===== src/rtl/ntt_cmd_sequencer_if.sv =====
// Host/core handshake bundle for the NTT command sequencer.
// Host command and word channels plus the core-facing opcode/data strobe.
interface ntt_cmd_sequencer_if #(
    parameter int unsigned DW    = 32,
    parameter int unsigned LENW  = 10,
    parameter int unsigned WAITW = 16
);
    logic             cmd_valid;
    logic             cmd_ready;
    logic [4:0]       cmd_op;
    logic [LENW-1:0]  cmd_len;
    logic             cmd_hold;
    logic             cmd_wdone;
    logic [WAITW-1:0] cmd_wait;
    logic             wr_valid;
    logic             wr_ready;
    logic [DW-1:0]    wr_data;
    logic [4:0]       core_op;
    logic             core_din_valid;
    logic [DW-1:0]    core_din;
    logic             core_done;
    logic             busy;
    logic             cmd_cpl;
    logic             err_timeout;

    modport master (
        output cmd_valid, cmd_op, cmd_len, cmd_hold, cmd_wdone, cmd_wait,
               wr_valid, wr_data, core_done,
        input  cmd_ready, wr_ready, core_op, core_din_valid, core_din,
               busy, cmd_cpl, err_timeout
    );

    modport slave (
        input  cmd_valid, cmd_op, cmd_len, cmd_hold, cmd_wdone, cmd_wait,
               wr_valid, wr_data, core_done,
        output cmd_ready, wr_ready, core_op, core_din_valid, core_din,
               busy, cmd_cpl, err_timeout
    );
endinterface


===== src/rtl/ntt_cmd_sequencer.sv =====
// Cycle-exact command sequencer for the NTT1024 core: opcode pulse, gap,
// word stream, idle tail, then a counted wait or a done-edge wait with timeout.
module ntt_cmd_sequencer #(
    parameter int unsigned DW    = 32,
    parameter int unsigned LENW  = 10,
    parameter int unsigned WAITW = 16
) (
    input  logic               clk,
    input  logic               reset,
    ntt_cmd_sequencer_if.slave bus
);
    typedef enum logic [2:0] {IDLE, ISSUE, GAP, STREAM, TAIL, WAIT} state_t;

    state_t           state, state_d;
    logic             hold_q, wdone_q;
    logic [WAITW-1:0] wait_q;
    logic [LENW-1:0]  left_q, left_d;
    logic [WAITW-1:0] wcnt_q, wcnt_d;
    logic             done_q, seen_q, seen_d;
    logic             window, take, rise, last_next, err_d, wr_ready_d;

    // True when a cycle in state s is the final cycle of the command.
    function automatic logic is_last(state_t s, logic [WAITW-1:0] w, logic seen);
        case (s)
            TAIL:    return !wdone_q && (wait_q == '0);
            WAIT:    return (wdone_q && seen) || (w <= WAITW'(1));
            default: return 1'b0;
        endcase
    endfunction

    // State register
    always_ff @(posedge clk or negedge reset) begin
        if (!reset) state <= IDLE;
        else        state <= state_d;
    end

    // Next-state logic
    always_comb begin
        state_d = state;
        case (state)
            IDLE:    if (bus.cmd_valid && bus.cmd_ready) state_d = ISSUE;
            ISSUE:   state_d = GAP;
            GAP:     state_d = (left_q == '0) ? TAIL : STREAM;
            STREAM:  if (left_q == '0) state_d = TAIL;
            TAIL:    state_d = is_last(state, wcnt_q, seen_q) ? IDLE : WAIT;
            WAIT:    if (is_last(state, wcnt_q, seen_q)) state_d = IDLE;
            default: state_d = IDLE;
        endcase
    end

    // Datapath and next output values; words are taken one cycle before they show on core_din
    always_comb begin
        window = ((state == GAP) || (state == STREAM)) && (left_q != '0);
        take   = window && (hold_q || (bus.wr_ready && bus.wr_valid));
        rise   = bus.core_done && !done_q;
        seen_d = (state != IDLE) && (seen_q || rise);
        left_d = left_q;
        wcnt_d = wcnt_q;
        if (state_d == ISSUE) begin
            left_d = bus.cmd_len;
            wcnt_d = bus.cmd_wait;
        end else begin
            if (take) left_d = left_q - LENW'(1);
            if ((state == WAIT) && (wcnt_q != '0)) wcnt_d = wcnt_q - WAITW'(1);
        end
        last_next  = is_last(state_d, wcnt_d, seen_d);
        wr_ready_d = !hold_q && ((state_d == GAP) || (state_d == STREAM)) && (left_d != '0);
        err_d      = bus.err_timeout;
        if (state_d == ISSUE) begin
            err_d = 1'b0;
        end else if (last_next && (state_d == WAIT) && wdone_q && !seen_d) begin
            err_d = 1'b1;
        end
    end

    // Latched command fields and counters
    always_ff @(posedge clk or negedge reset) begin
        if (!reset) begin
            hold_q  <= 1'b0;
            wdone_q <= 1'b0;
            wait_q  <= '0;
            left_q  <= '0;
            wcnt_q  <= '0;
            done_q  <= 1'b0;
            seen_q  <= 1'b0;
        end else begin
            if (state_d == ISSUE) begin
                hold_q  <= bus.cmd_hold;
                wdone_q <= bus.cmd_wdone;
                wait_q  <= bus.cmd_wait;
            end
            left_q <= left_d;
            wcnt_q <= wcnt_d;
            done_q <= bus.core_done;
            seen_q <= seen_d;
        end
    end

    // Registered outputs
    always_ff @(posedge clk or negedge reset) begin
        if (!reset) begin
            bus.cmd_ready      <= 1'b0;
            bus.wr_ready       <= 1'b0;
            bus.core_op        <= '0;
            bus.core_din_valid <= 1'b0;
            bus.core_din       <= '0;
            bus.busy           <= 1'b0;
            bus.cmd_cpl        <= 1'b0;
            bus.err_timeout    <= 1'b0;
        end else begin
            bus.cmd_ready      <= (state_d == IDLE);
            bus.wr_ready       <= wr_ready_d;
            bus.core_op        <= (state_d == ISSUE) ? bus.cmd_op : 5'd0;
            bus.core_din_valid <= take;
            bus.core_din       <= (take && !hold_q) ? bus.wr_data : '0;
            bus.busy           <= (state_d != IDLE);
            bus.cmd_cpl        <= last_next;
            bus.err_timeout    <= err_d;
        end
    end
endmodule


===== src/flat_wrapper.sv =====
// flat-port wrapper written by rule: the top's interface ports become plain ports
module ntt_cmd_sequencer_flat 
#(
    parameter int unsigned DW    = 32,
    parameter int unsigned LENW  = 10,
    parameter int unsigned WAITW = 16
)
  (clk, reset, bus_cmd_valid, bus_cmd_op, bus_cmd_len, bus_cmd_hold, bus_cmd_wdone, bus_cmd_wait, bus_wr_valid, bus_wr_data, bus_core_done, bus_cmd_ready, bus_wr_ready, bus_core_op, bus_core_din_valid, bus_core_din, bus_busy, bus_cmd_cpl, bus_err_timeout);
  ntt_cmd_sequencer_if #(.DW(DW), .LENW(LENW), .WAITW(WAITW)) bus_i ();
  input  logic clk;
  input  logic reset;
  input wire logic [$bits(bus_i.cmd_valid)-1:0] bus_cmd_valid;
  input wire logic [$bits(bus_i.cmd_op)-1:0] bus_cmd_op;
  input wire logic [$bits(bus_i.cmd_len)-1:0] bus_cmd_len;
  input wire logic [$bits(bus_i.cmd_hold)-1:0] bus_cmd_hold;
  input wire logic [$bits(bus_i.cmd_wdone)-1:0] bus_cmd_wdone;
  input wire logic [$bits(bus_i.cmd_wait)-1:0] bus_cmd_wait;
  input wire logic [$bits(bus_i.wr_valid)-1:0] bus_wr_valid;
  input wire logic [$bits(bus_i.wr_data)-1:0] bus_wr_data;
  input wire logic [$bits(bus_i.core_done)-1:0] bus_core_done;
  output wire logic [$bits(bus_i.cmd_ready)-1:0] bus_cmd_ready;
  output wire logic [$bits(bus_i.wr_ready)-1:0] bus_wr_ready;
  output wire logic [$bits(bus_i.core_op)-1:0] bus_core_op;
  output wire logic [$bits(bus_i.core_din_valid)-1:0] bus_core_din_valid;
  output wire logic [$bits(bus_i.core_din)-1:0] bus_core_din;
  output wire logic [$bits(bus_i.busy)-1:0] bus_busy;
  output wire logic [$bits(bus_i.cmd_cpl)-1:0] bus_cmd_cpl;
  output wire logic [$bits(bus_i.err_timeout)-1:0] bus_err_timeout;
  assign bus_i.cmd_valid = bus_cmd_valid;
  assign bus_i.cmd_op = bus_cmd_op;
  assign bus_i.cmd_len = bus_cmd_len;
  assign bus_i.cmd_hold = bus_cmd_hold;
  assign bus_i.cmd_wdone = bus_cmd_wdone;
  assign bus_i.cmd_wait = bus_cmd_wait;
  assign bus_i.wr_valid = bus_wr_valid;
  assign bus_i.wr_data = bus_wr_data;
  assign bus_i.core_done = bus_core_done;
  assign bus_cmd_ready = bus_i.cmd_ready;
  assign bus_wr_ready = bus_i.wr_ready;
  assign bus_core_op = bus_i.core_op;
  assign bus_core_din_valid = bus_i.core_din_valid;
  assign bus_core_din = bus_i.core_din;
  assign bus_busy = bus_i.busy;
  assign bus_cmd_cpl = bus_i.cmd_cpl;
  assign bus_err_timeout = bus_i.err_timeout;
  ntt_cmd_sequencer #(.DW(DW), .LENW(LENW), .WAITW(WAITW)) u_core (.clk(clk), .reset(reset), .bus(bus_i));
endmodule

===== config.mk =====
export PLATFORM = sky130hd
export DESIGN_NAME = ntt_cmd_sequencer_flat
export DESIGN_NICKNAME = d
export VERILOG_FILES = /design/src/rtl/ntt_cmd_sequencer_if.sv /design/src/rtl/ntt_cmd_sequencer.sv /design/src/flat_wrapper.sv
export SDC_FILE = /design/constraint.sdc
export NUM_CORES = 1
export LEC_CHECK = 0
export ABC_AREA = 1
export CORE_MARGIN = 2
export CORE_UTILIZATION = 32
export CTS_CLUSTER_DIAMETER = 150
export DETAILED_ROUTE_END_ITERATION = 6
export PLACE_DENSITY = 0.57
export SLEW_MARGIN = 30
export SYNTH_ARGS = -nofsm -noshare
export SYNTH_HDL_FRONTEND = slang
export SYNTH_SLANG_ARGS = --single-unit

===== constraint.sdc =====
create_clock -name clk -period 2.35 [get_ports clk]
set_input_delay 0.47 -clock clk [delete_from_list [all_inputs] [get_ports clk]]
set_output_delay 0.47 -clock clk [all_outputs]
set_load 0.05 [all_outputs]

==> impl_metrics.toml, run 1 <==
[outcome]
status = "completed"

[synthesis]
ys_warn_count = 0
synthesis.nets = 644
avgSynthCellArea_um2 = 7.83
synth_most_common_cell = "nand2_1"
synth_top_area_cell = "dfrtp_1"
yosys-top-cells-count = "nand2_1, inv_1, dfrtp_1"
syn_inst = 570
synth_cell_type_count = 36
synth_top_area_share_pct = 51.6
synth_seq_cells = 92
ys_top_cells_by_area = "dfrtp_1, nand2_1, inv_1"
syn_area_um2 = 4460
ys_seq_area_share_pct = 51.6
synth-main-ff-cell = "dfrtp_1"
synth-edff-count = 0
async_flop_share_pct = 100

[route]
wl_per_cell_um = 12.2
routed_wl_um = 10700
drt_first_pass_iters = 4
postRouteAntennaNets = 0
num_vias = 3768
first_iter_violations = 193
avgViaCountPerCell = 4.27
drt_drc_violations_left = 0

[finish]
area_growth_pct = 38.6
multi_input_area_um2 = 1700
final_cells = 882
seq_area_um2 = 2300
n_antenna_cell = 0
final_nets = 771
fillCellCount = 1428
drive_gt1_share_pct = 8.69

[clock_tree]
cts-root-buf = "clkbuf_16"
post_cts_buffers = 0
path_clk_slew_ns = 0.06
clk-insertion-delay-late_ns = 0.34
hold_buffers = 0
cts_made_buffers = 9
cts_tree = "yes"
htreeDepth = 3
cts_resized = 0
clk_path_buf_depth = 2
numClockSinks = 92

[die]
die_width_um = 122
die_h_um = 122
die_area_um2 = 14900
rows = 43
core-area_um2 = 13800
io_pins = 113
start_util_pct = 32.4

[timing]
slew_violations = 0
finalSetupViolCount = 0
fin_crit_ns = 2.14
max_slew_margin_pct = 64.9
tightestPinTransition_ns = 0.525
grt_setup_unrepaired = "false"
hold_violations = 0
fin_crit_sh_pct = 90.9
finalClockSkew_ns = 0.00621
fmax_mhz = 468
setup-tns-final_ns = 0

[critical_path]
worstSetupEndpoint = "u_core.bus.err_timeout"
rr_endpoint = "u_core.bus.err_timeout"
critical_path_required_ns = 2.62
r2r_cells = 15
arrival_ns = 2.40
critPathLaunch = "u_core.wcnt_q[11]"
r2r_slack_ns = 0.21
r2r-start = "u_core.wcnt_q[11]"
crit_fanout = 16
crit_type = "reg -> reg"
cp-end-kind = "flip-flop"
cp-start-kind = "flip-flop"

[power]
cellPowerDensity_nw_per_um2 = 498
power_w = 0.00308
p_leak_nw = 3.21
irDropWorstVdd_mv = 0.308

[global_routing]
gr-usage-all-layers_pct = 15.3
grt_start_max_net_pins = 63
grt_pass1_wl_um = 17900
antenna_found_initial = 0
gr-total-overflow = 0
grt_pass1_vias = 3846

[placement]
dp.cells = 866
place_congestion = 0.933
portBuffers = 112
hpwl_um = 8370

[flow_run]
maxCapViolations = 0

[worst_hold_path]
hold_path.class = "in -> async"
[worst min-delay path by stage]
stage	cells after the start	start	endpoint	slack (ns)
2_1_floorplan	0	reset	u_core.bus.busy	0.17
4_1_cts	1	reset	u_core.bus.core_din[7]	0.06
5_1_grt	1	reset	u_core.bus.core_din[10]	0.08
3_3_place_gp	1	reset	u_core.bus.core_din[31]	0.43
6_report	1	reset	u_core.bus.core_din[6]	0.06
3_5_place_dp	1	reset	u_core.bus.core_din[7]	0.43
[where the power goes]
group / internal [W] / switching (W)
Combinational: 0.000107 / 0.0000589
Clock: 0.000743 / 0.000583
Sequential: 0.00158 / 0.000000138
Total: 0.00243 / 0.000642
[layer usage]
layer	vias up	GRT usage [%]	wire, um
met1	1695	18.4	4690
met2	93	25.3	5060
met5	-	0	0
met3	14	4.68	755
li1	1966	-	-
met4	0	6.61	218
[critical path, stage by stage, from the launching register on]
cell and delay (ns):
dfrtp_1 0.42, nor2_1 0.17, nand2_1 0.12, nor2_4 0.18, nand2_4 0.12, nand2_8 0.14
inv_4 0.09, nand2_1 0.06, nand2_1 0.06, a21boi_1 0.16, nand2_1 0.08, nor2_1 0.09
nand2_1 0.08, nor2_2 0.13, nand4_1 0.09, o21ai_1 0.08
[cell type report]
class	instances	area share [%]
flip-flops and latches	92	37.2
multi-input cells	363	27.4
repair buffers	131	21.2
inverters	100	6.11
clock buffers	12	3.99
well taps	180	3.64
clock inverters	4	0.405
[state kept, by name, summed over array words and instances (netlist names), 3 cells and up]
register	count
u_core.bus.core_din	32
u_core.wcnt_q	16
u_core.wait_q	16
u_core.left_q	10
u_core.state	3
u_core.bus.core_op	5
[cell usage in the layout, fill, tap and decap left out, types with 2 or more instances in the layout]
cell	instances
nand2_1	166
clkdlybuf4s50_1	111
inv_1	97
dfrtp_1	92
nor2_1	83
nand3_1	23
buf_4	16
o21ai_0	15
nand4_1	10
o21ai_1	10
or2_2	9
xor2_1	9
clkbuf_16	9
nor2_2	4
ha_1	4
buf_12	4
nor4_1	3
nor2_4	3
nand3b_1	3
inv_2	2
nand2_2	2
a21boi_0	2
a21oi_2	2
a21boi_1	2
xnor2_1	2
clkinv_2	2
clkinvlp_4	2
clkbuf_1	2
[stage by stage]
step	hold WS (ns)	instance area [um2]	worst slack [ns]	util, %
floorplan	0.174	4460	0.328	-
global placement	0.426	5910	-0.0284	42.9
detailed placement	0.428	5910	-0.0335	42.9
CTS	0.0595	6180	0.0886	44.9
global route	0.0827	6180	0.00396	44.9
finish	0.0578	6180	0.213	44.9
[kinds of logic after synthesis]
logic type	count (synthesis)	synth area share (%)
AND/OR/NAND/NOR	311	29.9
buffers and inverters	115	10.4
flip-flops	92	51.6
AO/OA/AOI/OAI	37	4.82
XOR/XNOR	11	2.16
adder cells (fa/ha/maj)	4	1.12
Power figures use the tool's default switching activity.
==> inputs of run 2 (changes only) <==
Settings changed: CTS_BUF_LIST set to sky130_fd_sc_hd__clkbuf_8 sky130_fd_sc_hd__clkbuf_16.
==> run 2 against run 1 <==
Against the previous run: clock skew hardly changed; flip-flop and latch count stayed put; fmax hardly changed; non-clock buffer count stayed put; die area stayed put; utilization stayed put.
==> impl_metrics.toml, run 2 (synthesis gave the netlist of run 1 again) <==
[outcome]
status = "completed"

[route]
drt_first_pass_iters = 4
avgViaCountPerCell = 4.28
wl_met1_um = 4690
top_layer = "met4"
first_iter_violations = 193
routed_wl_um = 10700
wl_met2_um = 5060
wl_per_cell_um = 12.2
wl_met3_um = 758
drt_drc_violations_left = 0
num_vias = 3772
postRouteAntennaNets = 0

[clock_tree]
cts_tree = "yes"
htreeDepth = 3
cts_resized = 0
hold_buffers = 0
cts_made_buffers = 9
numClockSinks = 92
post_cts_buffers = 0
clk-insertion-delay-late_ns = 0.34
path_clk_slew_ns = 0.06
clk_path_buf_depth = 2
cts-root-buf = "clkbuf_16"

[critical_path]
worstSetupEndpoint = "u_core.bus.err_timeout"
r2r-start = "u_core.wcnt_q[11]"
critical_path_required_ns = 2.62
worstPathCellList = "nor2_1 -> nand2_1 -> nor2_4 -> nand2_4 -> nand2_8 -> inv_4 -> nand2_1 -> nand2_1 -> a21boi_1 -> nand2_1 -> nor2_1 -> nand2_1 -> nor2_2 -> nand4_1 -> o21ai_1"
cp-end-kind = "flip-flop"
crit_top_cell = "nand2_1"
path_delay_family = "simple AND/OR/NAND/NOR gates"
arrival_ns = 2.40
crit_fanout = 16
rr_endpoint = "u_core.bus.err_timeout"
r2r_slack_ns = 0.21
cp_num_buf_inv = 1
path_depth = 15
cp_slowest_cell = "dfrtp_1"
r2r_cells = 15
critPathLaunch = "u_core.wcnt_q[11]"
max_stage_delay_ns = 0.42
cp-start-kind = "flip-flop"
crit_type = "reg -> reg"

[die]
die_h_um = 122
die_area_um2 = 14900
start_util_pct = 32.4
rows = 43
core-area_um2 = 13800
die_width_um = 122
io_pins = 113

[global_routing]
gr-total-overflow = 0
grt_start_max_net_pins = 63
antenna_found_initial = 0
gr-usage-all-layers_pct = 15.3
grt_pass1_wl_um = 17900
grt_pass1_vias = 3846

[finish]
multi_input_area_um2 = 1700
n_antenna_cell = 0
fillCellCount = 1428
final_nets = 771
seq_area_um2 = 2300
area_growth_pct = 38.6
final_area_um2 = 6180
largest_reg_flops = 32
largestRegisters = "u_core.bus.core_din: 32 flops, u_core.wait_q: 16 flops, u_core.wcnt_q: 16 flops"
top_register = "u_core.bus.core_din"
drive_gt1_share_pct = 8.69
final_common_cell = "nand2_1"
layout_common_cells = "nand2_1, clkdlybuf4s50_1, inv_1"

[timing]
slew_violations = 0
setup-tns-final_ns = 0
hold_ws_ns = 0.0574
grt_setup_unrepaired = "false"
fin_crit_ns = 2.14
tightestPinTransition_ns = 0.525
finalClockSkew_ns = 0.00625
fmax_mhz = 468
fin_crit_sh_pct = 90.9
max_slew_margin_pct = 64.9
hold_violations = 0
finalSetupViolCount = 0

[power]
power_w = 0.00307
cellPowerDensity_nw_per_um2 = 496
p_leak_nw = 3.22
irDropWorstVdd_mv = 0.308

[placement]
dpl_cell_area_um2 = 5910
portBuffers = 112
place_congestion = 0.933
hpwl_um = 8370

[worst_hold_path]
hold_path.class = "in -> async"

[flow_run]
maxCapViolations = 0
run 2: cell types whose count changed in the layout (fill, tap and decap cells not counted), sizes merged:
cell / before / now
clkbuf: 12 / 10
inv: 100 / 102
run 2: layout make-up:
class                           instances  share of cell area, %
Multi-Input combinational cell        363                   27.4
Inverter                              100                   6.11
Tap cell                              180                   3.64
Timing Repair Buffer                  131                   21.2
Sequential cell                        92                   37.2
Clock inverter                          6                  0.526
Clock buffer                           10                   3.86
run 2: stage by stage:
stage | setup WS, ns | instances | utilization [%]
CTS | 0.0886 | 882 | 44.9
detailed placement | -0.0335 | 866 | 42.9
floorplan | 0.328 | 570 | -
global route | 0.00396 | 882 | 44.9
finish | 0.213 | 882 | 44.9
global placement | -0.0284 | 866 | 42.9
run 2: power breakdown:
| part | switching, W | internal, W |
|---|---|---|
| combinational | 0.0000589 | 0.000107 |
| sequential | 0.000000138 | 0.00158 |
| clock | 0.000584 | 0.000734 |
run 2: worst min path at each step:
stage                from                       to  cells after the start
CTS                 reset   u_core.bus.core_din[7]                      1
finish              reset   u_core.bus.core_din[6]                      1
floorplan           reset          u_core.bus.busy                      0
global route        reset  u_core.bus.core_din[10]                      1
detailed placement  reset   u_core.bus.core_din[7]                      1
global placement    reset  u_core.bus.core_din[31]                      1
run 2: routing by layer:
metal,up-vias,track usage (%)
met3,14,4.68
met4,0,6.61
met1,1699,18.4
met2,93,25.3
li1,1966,-
met5,-,0
